**config.mk**
```make
export PLATFORM = sky130hd
export DESIGN_NAME = sync_debounce
export DESIGN_NICKNAME = d
export VERILOG_FILES = /design/src/rtl/sync_debounce.sv
export SDC_FILE = /design/constraint.sdc
export NUM_CORES = 1
export LEC_CHECK = 0
export BUFFER_PORTS_ARGS = -buffer_cell sky130_fd_sc_hd__buf_4
export CAP_MARGIN = 20
export CORE_ASPECT_RATIO = 0.75
export CORE_MARGIN = 5
export CORE_UTILIZATION = 38
export CTS_CLUSTER_SIZE = 24
export DETAILED_ROUTE_END_ITERATION = 6
export GPL_TIMING_DRIVEN = 1
export SYNTH_ARGS = -nofsm -noshare
export SYNTH_HDL_FRONTEND = slang
export SYNTH_SLANG_ARGS = --single-unit
```
**constraint.sdc**
```tcl
create_clock -name clk -period 2.84 [get_ports clk]
set_input_delay 0.142 -clock clk [delete_from_list [all_inputs] [get_ports clk]]
set_output_delay 0.142 -clock clk [all_outputs]
set_load 0.05 [all_outputs]
```
**src/rtl/sync_debounce.sv**
```systemverilog
// Input conditioner: synchronizes a raw asynchronous bit, then qualifies each level
// change over DEBOUNCE_CYCLES stable cycles before it reaches dout.
//
// state     | meaning
// ----------+---------------------------------------------------------------
// IDLE_LOW  | dout = 0; qcnt counts consecutive edges where s = 1
// IDLE_HIGH | dout = 1; qcnt counts consecutive edges where s = 0
module sync_debounce #(
    parameter int SYNC_STAGES     = 2,
    parameter int DEBOUNCE_CYCLES = 4,
    parameter int CNT_W           = 8
) (
    input  logic             clk,
    input  logic             rst_n,
    input  logic             din,
    input  logic             clr_cnt,
    output logic             dout,
    output logic             rise,
    output logic             fall,
    output logic [CNT_W-1:0] event_cnt,
    output logic             busy
);

    localparam int QW = $clog2(DEBOUNCE_CYCLES) + 1;
    localparam logic [QW-1:0] Q_LAST = QW'(DEBOUNCE_CYCLES - 1);

    typedef enum logic {
        IDLE_LOW  = 1'b0,
        IDLE_HIGH = 1'b1
    } state_t;

    state_t                 state;
    logic [QW-1:0]          qcnt;
    logic [SYNC_STAGES-1:0] sync_q;
    logic                   s;

    // din is sampled only by the first stage of this chain
    always_ff @(posedge clk or negedge rst_n) begin
        if (!rst_n) begin
            sync_q <= '0;
        end else begin
            sync_q <= {sync_q[SYNC_STAGES-2:0], din};
        end
    end

    assign s    = sync_q[SYNC_STAGES-1];
    assign dout = (state == IDLE_HIGH);
    assign busy = (s != dout);

    always_ff @(posedge clk or negedge rst_n) begin
        if (!rst_n) begin
            state     <= IDLE_LOW;
            qcnt      <= '0;
            rise      <= 1'b0;
            fall      <= 1'b0;
            event_cnt <= '0;
        end else begin
            rise <= 1'b0;
            fall <= 1'b0;
            if (clr_cnt) begin
                event_cnt <= '0;
            end
            if (s == dout) begin
                qcnt <= '0;
            end else if (qcnt == Q_LAST) begin
                qcnt  <= '0;
                state <= s ? IDLE_HIGH : IDLE_LOW;
                rise  <= s;
                fall  <= !s;
                // a clear on the same edge takes priority and drops this event
                if (s && !clr_cnt) begin
                    event_cnt <= event_cnt + CNT_W'(1);
                end
            end else begin
                qcnt <= qcnt + QW'(1);
            end
        end
    end

endmodule

```
==> impl_metrics.env <==
export IMPL_synth_ff_type="dfrtp_1"
export IMPL_clk_latency_ns=0.28
export IMPL_syn_inst=60
export IMPL_port_buffers=15
export IMPL_cap_violations=0
export IMPL_critPathRequiredTime_ns=3.02
export IMPL_dr_total_vias=505
export IMPL_regToRegSetupSlack_ns=1.12
export IMPL_gp_congestion=0.784
export IMPL_grt_pass1_vias=505
export IMPL_dr_pass1_iters=5
export IMPL_outcome="completed"
export IMPL_place_ws_ns=1.11
export IMPL_cts_made_buffers=3
export IMPL_crit_start="qcnt[0]"
export IMPL_arrival_ns=1.90
export IMPL_p_leak_nw=0.422
export IMPL_clock_root_buffer="clkbuf_4"
export IMPL_clockBufferDepth=2
export IMPL_synth_nets=66
export IMPL_grt_ovfl_total=0
export IMPL_pwr_density_cell_nw_per_um2=660
export IMPL_cts_tree="done"
export IMPL_pwr_share_seq_pct=46.1
export IMPL_cts_resized=0
export IMPL_yosys_area_top_type="dfrtp_1"
export IMPL_synth_common_cells="16 x dfrtp_1, 5 x a21oi_1, 5 x inv_1"
export IMPL_whs_ns=0.0796
export IMPL_grt_pass1_wl_um=2350
export IMPL_p_sw_share_pct=33.2
export IMPL_max_freq_ghz=0.580
export IMPL_r2r_start="qcnt[0]"
export IMPL_cp_start_kind="register"
export IMPL_placed_cell_area_um2=828
export IMPL_yosysMostFrequentCell="dfrtp_1"
export IMPL_viasPerCell=5.00
export IMPL_yosysWarnings=0
export IMPL_clock_sinks=16
export IMPL_avgSynthCellArea_um2=11.7
export IMPL_finalClockSkew_ns=0.000779
export IMPL_setup_violations=0
export IMPL_drtAntennaViolNets=0
export IMPL_die_area_um2=2810
export IMPL_rsz0062_at_grt="no"
export IMPL_p_int_uw=390
export IMPL_syn_to_final_growth_pct=26.5
export IMPL_tightest_slew_ns=0.335
export IMPL_critPathCaptureType="register"
export IMPL_wl_per_cell_um=13.0
export IMPL_grt_start_max_net_pins=17
export IMPL_synth_cell_types=25
export IMPL_start_util_pct=40.2
export IMPL_holdCritPathClass="input port to register"
export IMPL_reg2reg_depth=4
export IMPL_synth_edf_count=0
export IMPL_design_area_um2=885
export IMPL_synth_async_reset_ratio_pct=100
export IMPL_fp_dieH_um=47.2
export IMPL_gr_usage_all_layers_pct=11.7
export IMPL_nets=86
export IMPL_route_detailed_drc=0
export IMPL_num_io_pins=16
export IMPL_synthTopCellsByArea="dfrtp_1 57%, nand4bb_4 3.9%, a21oi_1 3.6%"
export IMPL_post_route_util_pct=50.8
export IMPL_h_tree_depth=1
export IMPL_grt_antenna_before_repair=0
export IMPL_synth_top_area_share_pct=57.2
export IMPL_seq_area_frac_synth_pct=57.2
export IMPL_endpoint="event_cnt[7]"
export IMPL_comb_power_share_pct=28.7
export IMPL_slew_viol_final=0
export IMPL_r2r_end="event_cnt[7]"
export IMPL_cp_max_fo=14
export IMPL_antenna_diode_count=0
export IMPL_final_cells=101
export IMPL_worst_setup_path_type="register to register"
export IMPL_p_clk_share_pct=25.2
export IMPL_tns_ns=0
export IMPL_slew_headroom_pct=77.5
export IMPL_drive_above_1_share_pct=27.8
export IMPL_hold_path_depth=2
export IMPL_core_area_um2=1740
export IMPL_p_total_uw=584
export IMPL_final_hold_viol_count=0
export IMPL_netSwitchingPower_uw=193
export IMPL_fin_ws_ns=1.12
export IMPL_path_clk_slew_ns=0.09
export IMPL_drtIter0Drc=4
export IMPL_dp_cells=95
export IMPL_row_count=13
export IMPL_cts_setup_buffers=0
export IMPL_wl_um=1310
export IMPL_peakVddDrop_uv=294
export IMPL_min_period_over_period_pct=60.7
export IMPL_layout_min_cycle_time_ns=1.72
export IMPL_post_dp_hpwl_um=986
export IMPL_syn_cell_area_um2=699
export IMPL_die_x_um=59.5
export IMPL_synth_seq_cells=16
[timing repair]
action | 4_1_cts | 5_1_grt
endpoints found under the hold margin | 17 | 0
endpoints found under the setup margin | 0 | 0
hold buffers | 2 | 0
[worst max-delay path, stage by stage (launching register included)]
cell and delay (ns):
dfrtp_1 0.36, ha_1 0.24, nand4bb_4 0.23, nor4_1 0.40, mux2_2 0.37
[placed cells by master, fill, tap and decap left out, types with 3 or more instances in the layout]
| cell | n |
|---|---|
| o21ai_0 | 3 |
| nor2_1 | 3 |
| a21oi_1 | 5 |
| inv_1 | 5 |
| buf_4 | 15 |
| clkbuf_4 | 3 |
| dfrtp_1 | 16 |
| or3_1 | 3 |
[cell type report]
class,count,area (µm²)
Tap cell,22,27.5
Timing Repair Buffer,17,133
Inverter,5,18.8
Sequential cell,16,400
Multi-Input combinational cell,37,269
Fill cell,167,856
Clock buffer,4,36.3
[power by group through the flow]
stage | sequential [mW] | clock, mW | combinational, mW
3_5_place_dp | 0.274 | 0 | 0.168
3_3_place_gp | 0.271 | 0 | 0.167
6_report | 0.269 | 0.147 | 0.168
5_1_grt | 0.273 | 0.164 | 0.181
2_1_floorplan | 0.308 | 0 | 0.0850
4_1_cts | 0.269 | 0.153 | 0.170
[cell families (layout without fill, tap and decap cells)]
group	count (synthesis)	count (layout)	share of synthesized area [%]
AO/OA/AOI/OAI	10	10	7.87
XOR/XNOR	2	2	2.50
buffers and inverters	7	26	4.29
adder cells (fa/ha/maj)	2	2	3.58
multiplexers	3	3	4.65
AND/OR/NAND/NOR	20	20	19.9
flip-flops	16	16	57.2
[sequential cells by signal, indices dropped and copies added (netlist names)]
signal	flops
rise	1
qcnt	3
event_cnt	8
dout	1
sync_q	2
fall	1
[metal layers]
layer | vias up | GRT usage (%) | routed length, µm
met4 | 0 | 3.98 | 12
met2 | 11 | 17.4 | 592
met3 | 2 | 5.77 | 90
met1 | 244 | 15.1 | 618
li1 | 248 | - | -
met5 | - | 0 | 0
[worst min path at each step]
stage / startpoint / to / slack (ns)
finish: clr_cnt / event_cnt[3] / 0.08
floorplan: rst_n / dout / -0.15
global route: clr_cnt / event_cnt[2] / 0.07
global placement: rst_n / event_cnt[1] / 0.01
detailed placement: rst_n / event_cnt[1] / 0.01
CTS: clr_cnt / event_cnt[0] / 0.07
(Power assumes the default switching activity.)
